[config.mk]
export PLATFORM = sky130hd
export DESIGN_NAME = user_edge_engine
export DESIGN_NICKNAME = d
export VERILOG_FILES = /design/src/rtl/user_edge_pkg.sv /design/src/rtl/user_sobel_core.sv /design/src/rtl/user_edge_engine.sv
export SDC_FILE = /design/constraint.sdc
export NUM_CORES = 1
export LEC_CHECK = 0
export CORE_ASPECT_RATIO = 1.75
export CORE_MARGIN = 2
export CORE_UTILIZATION = 54
export CTS_CLUSTER_SIZE = 14
export DETAILED_ROUTE_END_ITERATION = 10
export PLACE_DENSITY = 0.78
export SLEW_MARGIN = 10
export SYNTH_ARGS = -nofsm -noshare
export SYNTH_HDL_FRONTEND = slang
export SYNTH_SLANG_ARGS = --single-unit
[constraint.sdc]
create_clock -name clk_i -period 8 [get_ports clk_i]
set_input_delay 2 -clock clk_i [delete_from_list [all_inputs] [get_ports clk_i]]
set_output_delay 2 -clock clk_i [all_outputs]
set_load 0.05 [all_outputs]
[src/rtl/user_edge_pkg.sv]
// Shared definitions for the user-domain Sobel edge engine: register offsets,
// control/status bit positions, FSM state encoding, gradient/magnitude widths
// and the OBI request/response structures used by the default build.
package user_edge_pkg;

  localparam logic [2:0] REG_CTRL   = 3'd0;
  localparam logic [2:0] REG_STATUS = 3'd1;
  localparam logic [2:0] REG_REGION = 3'd2;
  localparam logic [2:0] REG_THRESH = 3'd3;
  localparam logic [2:0] REG_SUM    = 3'd4;
  localparam logic [2:0] REG_COUNT  = 3'd5;

  localparam int CTRL_START = 0;
  localparam int CTRL_ABORT = 1;
  localparam int CTRL_IRQEN = 2;

  localparam int STAT_BUSY    = 0;
  localparam int STAT_DONE    = 1;
  localparam int STAT_RGN_ERR = 2;
  localparam int STAT_SAT     = 3;

  typedef enum logic [2:0] {
    ST_IDLE,
    ST_CHECK,
    ST_LOAD,
    ST_CALC,
    ST_SHIFT,
    ST_DONE
  } state_e;

  // Signed gradient width: 4*max_pixel needs two extra bits plus sign plus headroom.
  function automatic int grad_w(input int pix_w);
    return pix_w + 4;
  endfunction

  // Unsigned magnitude width: |gx|+|gy| <= 8*max_pixel.
  function automatic int mag_w(input int pix_w);
    return pix_w + 3;
  endfunction

  typedef struct packed {
    logic        req;
    logic        we;
    logic [3:0]  be;
    logic [31:0] addr;
    logic [31:0] wdata;
    logic        aid;
  } edge_obi_req_t;

  typedef struct packed {
    logic        gnt;
    logic        rvalid;
    logic [31:0] rdata;
    logic        err;
    logic        rid;
  } edge_obi_rsp_t;

endpackage

[src/rtl/user_sobel_core.sv]
// Combinational 3x3 Sobel magnitude: mag = |gx| + |gy|.
// Window is indexed win[col][row]; col 0 is the left column, row 0 the top row.
module user_sobel_core
  import user_edge_pkg::*;
#(
  parameter int PixW = 8
) (
  input  logic [PixW-1:0]        win [3][3],
  output logic [mag_w(PixW)-1:0] mag
);

  localparam int GW = grad_w(PixW);
  localparam int MW = mag_w(PixW);

  logic signed [GW-1:0] p [3][3];
  logic signed [GW-1:0] gx;
  logic signed [GW-1:0] gy;
  logic [MW-1:0]        abs_gx;
  logic [MW-1:0]        abs_gy;

  // Zero-extend pixels into the signed gradient domain, then apply both kernels.
  always_comb begin
    for (int c = 0; c < 3; c++) begin
      for (int r = 0; r < 3; r++) begin
        p[c][r] = $signed(GW'(win[c][r]));
      end
    end
    gx = (p[2][0] + (p[2][1] <<< 1) + p[2][2]) - (p[0][0] + (p[0][1] <<< 1) + p[0][2]);
    gy = (p[0][2] + (p[1][2] <<< 1) + p[2][2]) - (p[0][0] + (p[1][0] <<< 1) + p[2][0]);
    abs_gx = gx[GW-1] ? MW'(-gx) : MW'(gx);
    abs_gy = gy[GW-1] ? MW'(-gy) : MW'(gy);
    mag    = abs_gx + abs_gy;
  end

endmodule

[src/rtl/user_edge_engine.sv]
// OBI-mapped Sobel edge engine: sweeps a rectangle of 3x3 windows over a ROM image,
// accumulating a saturating magnitude sum and a count of windows above threshold.
// Columns are reused: 9 ROM reads for the first window of a row, 3 per step after.
// Optional feature macro: USER_EDGE_IRQ_EN (done interrupt gated by CTRL.IRQEN).
//
// state  | meaning
// IDLE   | waiting for start
// CHECK  | validate the programmed region
// LOAD   | fetch full 3x3 window for the first centre of a row (9 reads)
// CALC   | accumulate magnitude of the current window
// SHIFT  | slide window right, fetch the new right column (3 reads)
// DONE   | flag completion for one cycle
module user_edge_engine
  import user_edge_pkg::*;
#(
  parameter type         obi_req_t = edge_obi_req_t,
  parameter type         obi_rsp_t = edge_obi_rsp_t,
  parameter int          PixW      = 8,
  parameter int          ImgW      = 64,
  parameter int          ImgH      = 64,
  parameter logic [31:0] RomBase   = 32'h0
) (
  input  logic            clk_i,
  input  logic            rst_i,
  input  obi_req_t        obi_req_i,
  output obi_rsp_t        obi_rsp_o,
  output logic            rom_req_o,
  output logic [31:0]     rom_addr_o,
  input  logic [PixW-1:0] rom_data_i,
  input  logic            rom_valid_i,
  output logic            irq_o
);

  localparam int MW = mag_w(PixW);

  state_e          state, state_nxt;
  logic [7:0]      cx, cy;
  logic [1:0]      rd_row, rd_col;
  logic [PixW-1:0] win [3][3];
  logic [MW-1:0]   mag;
  logic [MW-1:0]   thresh;
  logic [31:0]     region, sum, count;
  logic            done, rgn_err, sat;
  logic            rsp_valid, rsp_err, rsp_rid;
  logic [31:0]     rsp_rdata;
  logic [32:0]     sum_ext;
  logic [31:0]     ctrl_rd;
  logic [31:0]     ay, ax;
`ifdef USER_EDGE_IRQ_EN
  logic            irqen;
`endif

  logic [7:0] x0, y0, x1, y1;
  logic [2:0] reg_sel;
  logic       wr, start_cmd, abort_cmd, busy, rom_fire, region_bad;
  logic       unused_bits;

  assign x0 = region[7:0];
  assign y0 = region[15:8];
  assign x1 = region[23:16];
  assign y1 = region[31:24];

  assign reg_sel    = obi_req_i.addr[4:2];
  assign wr         = obi_req_i.req && obi_req_i.we;
  assign start_cmd  = wr && (reg_sel == REG_CTRL) && obi_req_i.wdata[CTRL_START];
  assign abort_cmd  = wr && (reg_sel == REG_CTRL) && obi_req_i.wdata[CTRL_ABORT];
  assign busy       = (state != ST_IDLE);
  assign rom_fire   = rom_req_o && rom_valid_i;
  assign sum_ext    = {1'b0, sum} + 33'(mag);
  assign region_bad = (x0 < 8'd1) || (y0 < 8'd1) ||
                      (32'(x1) > 32'(ImgW - 2)) || (32'(y1) > 32'(ImgH - 2)) ||
                      (x0 > x1) || (y0 > y1);

  // Byte enables and untranslated address bits have no function here.
  assign unused_bits = ^{obi_req_i.be, obi_req_i.addr[31:5], obi_req_i.addr[1:0]};

`ifdef USER_EDGE_IRQ_EN
  assign ctrl_rd = 32'(irqen) << CTRL_IRQEN;
  assign irq_o   = done & irqen;
`else
  assign ctrl_rd = 32'h0;
  assign irq_o   = 1'b0;
`endif

  user_sobel_core #(.PixW(PixW)) u_sobel (
    .win (win),
    .mag (mag)
  );

  // FSM state register.
  always_ff @(posedge clk_i) begin
    if (rst_i) state <= ST_IDLE;
    else       state <= state_nxt;
  end

  // FSM next state; abort overrides everything while busy.
  always_comb begin
    state_nxt = state;
    if (abort_cmd && busy) begin
      state_nxt = ST_IDLE;
    end else begin
      case (state)
        ST_IDLE:  if (start_cmd) state_nxt = ST_CHECK;
        ST_CHECK: state_nxt = region_bad ? ST_IDLE : ST_LOAD;
        ST_LOAD:  if (rom_fire && rd_row == 2'd2 && rd_col == 2'd2) state_nxt = ST_CALC;
        ST_CALC: begin
          if (cx < x1)      state_nxt = ST_SHIFT;
          else if (cy < y1) state_nxt = ST_LOAD;
          else              state_nxt = ST_DONE;
        end
        ST_SHIFT: if (rom_fire && rd_row == 2'd2) state_nxt = ST_CALC;
        ST_DONE:  state_nxt = ST_IDLE;
        default:  state_nxt = ST_IDLE;
      endcase
    end
  end

  // FSM outputs: ROM request and address, held stable from the read counters.
  always_comb begin
    rom_req_o  = (state == ST_LOAD) || (state == ST_SHIFT);
    ay         = 32'(cy) - 32'd1 + 32'(rd_row);
    ax         = (state == ST_SHIFT) ? 32'(cx) + 32'd1 : 32'(cx) - 32'd1 + 32'(rd_col);
    rom_addr_o = RomBase + ay * 32'(ImgW) + ax;
  end

  // Bus response: grant is immediate, data/err/rid follow one cycle later.
  always_comb begin
    obi_rsp_o        = '0;
    obi_rsp_o.gnt    = obi_req_i.req;
    obi_rsp_o.rvalid = rsp_valid;
    obi_rsp_o.rdata  = rsp_rdata;
    obi_rsp_o.err    = rsp_err;
    obi_rsp_o.rid    = rsp_rid;
  end

  // Scan datapath: centre counters, window buffer, accumulators and status flags.
  always_ff @(posedge clk_i) begin
    if (rst_i) begin
      cx <= '0; cy <= '0; rd_row <= '0; rd_col <= '0;
      sum <= '0; count <= '0; done <= 1'b0; rgn_err <= 1'b0; sat <= 1'b0;
      for (int c = 0; c < 3; c++)
        for (int r = 0; r < 3; r++) win[c][r] <= '0;
    end else begin
      if (wr && reg_sel == REG_STATUS) begin
        if (obi_req_i.wdata[STAT_DONE])    done    <= 1'b0;
        if (obi_req_i.wdata[STAT_RGN_ERR]) rgn_err <= 1'b0;
        if (obi_req_i.wdata[STAT_SAT])     sat     <= 1'b0;
      end
      if (!(abort_cmd && busy)) begin
        case (state)
          ST_IDLE: if (start_cmd) begin
            sum <= '0; count <= '0; done <= 1'b0; rgn_err <= 1'b0; sat <= 1'b0;
            cx <= x0; cy <= y0; rd_row <= '0; rd_col <= '0;
          end
          ST_CHECK: if (region_bad) begin
            rgn_err <= 1'b1;
            done    <= 1'b1;
          end
          ST_LOAD: if (rom_fire) begin
            win[rd_col][rd_row] <= rom_data_i;
            if (rd_row == 2'd2) begin
              rd_row <= '0;
              rd_col <= (rd_col == 2'd2) ? 2'd0 : rd_col + 2'd1;
            end else begin
              rd_row <= rd_row + 2'd1;
            end
          end
          ST_CALC: begin
            if (sum_ext[32]) begin
              sum <= 32'hFFFF_FFFF;
              sat <= 1'b1;
            end else begin
              sum <= sum_ext[31:0];
            end
            if (mag > thresh) count <= count + 32'd1;
            rd_row <= '0;
            if (cx < x1) begin
              cx <= cx + 8'd1;
              for (int r = 0; r < 3; r++) begin
                win[0][r] <= win[1][r];
                win[1][r] <= win[2][r];
              end
            end else if (cy < y1) begin
              cy     <= cy + 8'd1;
              cx     <= x0;
              rd_col <= '0;
            end
          end
          ST_SHIFT: if (rom_fire) begin
            win[2][rd_row] <= rom_data_i;
            rd_row <= (rd_row == 2'd2) ? 2'd0 : rd_row + 2'd1;
          end
          ST_DONE: done <= 1'b1;
          default: ;
        endcase
      end
    end
  end

  // Register file: configuration writes and registered read responses.
  always_ff @(posedge clk_i) begin
    if (rst_i) begin
      region <= '0; thresh <= '0;
      rsp_valid <= 1'b0; rsp_err <= 1'b0; rsp_rid <= 1'b0; rsp_rdata <= '0;
`ifdef USER_EDGE_IRQ_EN
      irqen <= 1'b0;
`endif
    end else begin
      rsp_valid <= obi_req_i.req;
      rsp_rid   <= obi_req_i.aid;
      rsp_err   <= 1'b0;
      rsp_rdata <= '0;
      if (obi_req_i.req) begin
        case (reg_sel)
          REG_CTRL: begin
            if (!obi_req_i.we) rsp_rdata <= ctrl_rd;
`ifdef USER_EDGE_IRQ_EN
            else irqen <= obi_req_i.wdata[CTRL_IRQEN];
`endif
          end
          REG_STATUS: if (!obi_req_i.we) rsp_rdata <= {28'h0, sat, rgn_err, done, busy};
          REG_REGION: begin
            if (!obi_req_i.we) rsp_rdata <= region;
            else if (busy)     rsp_err   <= 1'b1;
            else               region    <= obi_req_i.wdata;
          end
          REG_THRESH: begin
            if (!obi_req_i.we) rsp_rdata <= 32'(thresh);
            else if (busy)     rsp_err   <= 1'b1;
            else               thresh    <= obi_req_i.wdata[MW-1:0];
          end
          REG_SUM: begin
            if (obi_req_i.we) rsp_err   <= 1'b1;
            else              rsp_rdata <= sum;
          end
          REG_COUNT: begin
            if (obi_req_i.we) rsp_err   <= 1'b1;
            else              rsp_rdata <= count;
          end
          default: rsp_err <= 1'b1;
        endcase
      end
    end
  end

endmodule

==> impl_results.md <==
* Cell taking the most area after synthesis: dfxtp_1
* Synth top area cells: dfxtp_1, ha_1, a21oi_1
* WL/cell at 19.8 um
* Global Route Usage Sum at 0.303
* Worst-margin pin slew at 1.09 ns
* Max_slew headroom at 0.274
* GPL Wtd Cong at around 0.94
* Slowest-stage cell, CP: fa_1
* Critical Path End Type: register
* CP peak stage delay at about 0.55 ns
* Number of detailed-route iterations in the first pass at 7
* Site row count at between 80 and 90
* Post-Syn Instances at 2173
* Cells after DPL at 2714
* Post-Place Worst Slack at -0.553 ns
* Post-synthesis cell type count at 86
* Sw power at about 950 uW
* Combinational power share at 0.259
* Starting Density at 0.549
* Number of fill cells at approximately 2500
* P_leak at 8.57 nW
* Number of synthesized register bits at 240
* Boundary pin count at 152
* Area growth from synthesis to layout at 23.5%
* Switching share of total power at 0.300
* CTS buffer count at 24
* Fmax at 125 MHz
* Dpl hpwl at 40000 um
* Die Wd at 139 um
* Largest net degree at the start of global routing at 86
* Post-synth EDFFs at 0
* Via Count at 17200
* Vias per cell at 6.17
* Die H at 241 um
* Yosys warnings at 0
* Clk sinks at 240
* First-pass GRT wire length at 82300 um
* PortBufs at 117
* Post-route DRC at 0
* Post-synthesis sequential area ratio at 0.278
* Post-route insts no fill at about 2800
* Pwr/cell area at 148 nW/um^2
* Clk slew on worst S/H paths at around 0.07 ns
* Vias in the first global route at 16700
* NumNets Final at 2641
* Worst-skew pair later-pin latency at 0.55 ns
* CTS Root Cell: clkbuf_16
* Post-Syn Area at around 17000 um^2
* Maximum VDD drop at 202 uV
* CP Class: register to register
* Mean Syn Cell Area at 7.97 um^2
* DRT antenna net count at 0
* Final hold violations at 0
* Final setup viols at 1
* FFs w/ async S/R, synth at 0
* RSZ-0062 raised after global routing: yes
* Sequential power share at 0.380
* Clock Power Share at 0.361
* CTS H-tree lvls at 1
* Final period util at 1.00
* Crit path required time at 8.46 ns
* Classification of the worst-slack hold path: register to register
* Total gr overflow at 0
* CP startpoint kind: register
* Crit path max fanout at 9
* Clk_skew at between 0.03 and 0.04 ns
* CTS tree: done
* Max-cap viol count at 0
* Clk buf depth at 3
* Post-route setup slack at -0.0199 ns
* Failing checks: negative setup slack
* Crit path time final at around 8.0 ns
* Final Util at 0.678
* First-iteration detailed-routing DRC count at 1275
* Most frequent CP cell: buf_4
* Internal at 2.22 mW
* Outcome: complete, but fails checks
* Most used DFF post-synth: dfxtp_1
* Total Wirelength at 55200 um
* Placeable Area at 31500 um^2
* Share of post-route cells with drive strength above 1 at 0.156
* Slew Limit Fails at 0
* DIE AREA at 33600 um^2
* Initial antenna violation count at 3
* Synth top area share at 0.278
* Arrival time at the worst endpoint at approximately 8.5 ns
* Mapped Nets at 2441
cell type report:
cell class / count / area, um^2 / area share
clock inverter: 7 / 68.8 / 0.00322
multi-input combinational: 1633 / 12000 / 0.560
sequential: 240 / 4820 / 0.225
tap: 396 / 495 / 0.0232
antenna: 1 / 2.50 / 0.000117
clock buffer: 35 / 703 / 0.0329
inverter: 177 / 664 / 0.0311
timing repair buffer: 297 / 2660 / 0.125
critical path: cells and delay by family, from the launching register on:
kind                     cells  cell delay (ns)
adder cells (fa/ha/maj)      7             2.41
AND/OR/NAND/NOR             11             1.85
buffers and inverters        7             0.85
XOR/XNOR                     4             0.72
flip-flops                   1             0.34
AO/OA/AOI/OAI                8             1.73
cells in the mapped netlist (all sizes together) (5+ instances only):
| cell | count |
|---|---|
| a211oi | 63 |
| a21o | 36 |
| a21oi | 233 |
| a221oi | 10 |
| a22oi | 26 |
| a311oi | 6 |
| a31oi | 9 |
| a41oi | 5 |
| and2 | 18 |
| and3 | 23 |
| buf | 34 |
| clkbuf | 89 |
| dfxtp | 240 |
| fa | 42 |
| ha | 144 |
| inv | 177 |
| mux2i | 60 |
| nand2 | 164 |
| nand2b | 19 |
| nand3 | 41 |
| nand4 | 23 |
| nor2 | 246 |
| nor2b | 22 |
| nor3 | 36 |
| nor3b | 7 |
| nor4 | 18 |
| o2111ai | 6 |
| o211ai | 7 |
| o21a | 10 |
| o21ai | 95 |
| o21bai | 12 |
| o221a | 5 |
| o22a | 8 |
| o22ai | 5 |
| o311ai | 13 |
| o31ai | 19 |
| o32ai | 6 |
| or3 | 29 |
| xnor2 | 76 |
| xor2 | 34 |
per-layer routing:
layer / track usage / wire length (um) / vias up
li1: - / - / 8064
met1: 0.290 / 18600 / 8067
met2: 0.576 / 28800 / 767
met3: 0.0458 / 3170 / 279
met4: 0.232 / 4560 / 4
met5: 0 / 23 / -
kinds of logic after synthesis:
group | share of synthesized area
AND/OR/NAND/NOR | 0.183
AO/OA/AOI/OAI | 0.224
buffers and inverters | 0.0679
flip-flops | 0.278
adder cells (fa/ha/maj) | 0.153
XOR/XNOR | 0.0583
multiplexers | 0.0366
other | 0.000217
worst paths after layout:
check	from	endpoint	slack (ns)	cells past startpoint
worst max-delay path	win[65]	count[19]	-0.02	37
worst min-delay path	count[31]	count[31]	0.50	2
worst max register to register	win[65]	count[19]	-0.02	37
worst min register to register	count[31]	count[31]	0.50	2
power by group through the flow:
stage          Sequential (mW)  Clock, mW  Combinational, mW
3_3_place_gp              1.23          0              0.678
4_1_cts                   1.21       1.15              0.716
3_5_place_dp              1.23          0              0.701
5_1_grt                   1.21       1.19              0.875
6_report                  1.21       1.15              0.821
2_1_floorplan             1.23          0              0.420
registers in the layout, summed over array words and instances (netlist names), 2 cells and up:
register	cells
cx	8
region	32
rd_row	2
rd_col	2
thresh	11
count	32
rsp_rdata	32
sum	32
cy	8
win	72
state	3
timing repair:
item	4_1_cts	5_1_grt
endpoints found under the setup margin	65	75
pin swaps	5	73
gates cloned	0	3
buffers inserted	1	24
hold buffers	0	0
resized for setup	23	185
per-stage QoR:
| stage | power (mW) | instance area [um^2] | TNS (ns) | hold WS (ns) |
|---|---|---|---|---|
| after floorplan | 1.65 | 17300 | 0 | 0.435 |
| after global placement | 1.91 | 19600 | -8.18 | 0.469 |
| after detailed placement | 1.93 | 19600 | -22.67 | 0.482 |
| after CTS | 3.07 | 20500 | 0 | 0.490 |
| after global routing | 3.28 | 21400 | -12.80 | 0.511 |
| final | 3.17 | 21400 | -0.0199 | 0.498 |
layout by cell type (no fill, tap or decap), types with 58 or more instances in the layout:
cell type and count:
a211oi_1 58, a21oi_1 209, buf_4 159, clkdlybuf4s50_1 106, dfxtp_1 232, ha_1 133
inv_1 171, mux2i_1 60, nand2_1 159, nor2_1 235, o21ai_0 62, xnor2_1 73
Power figures use the tool's default switching activity.
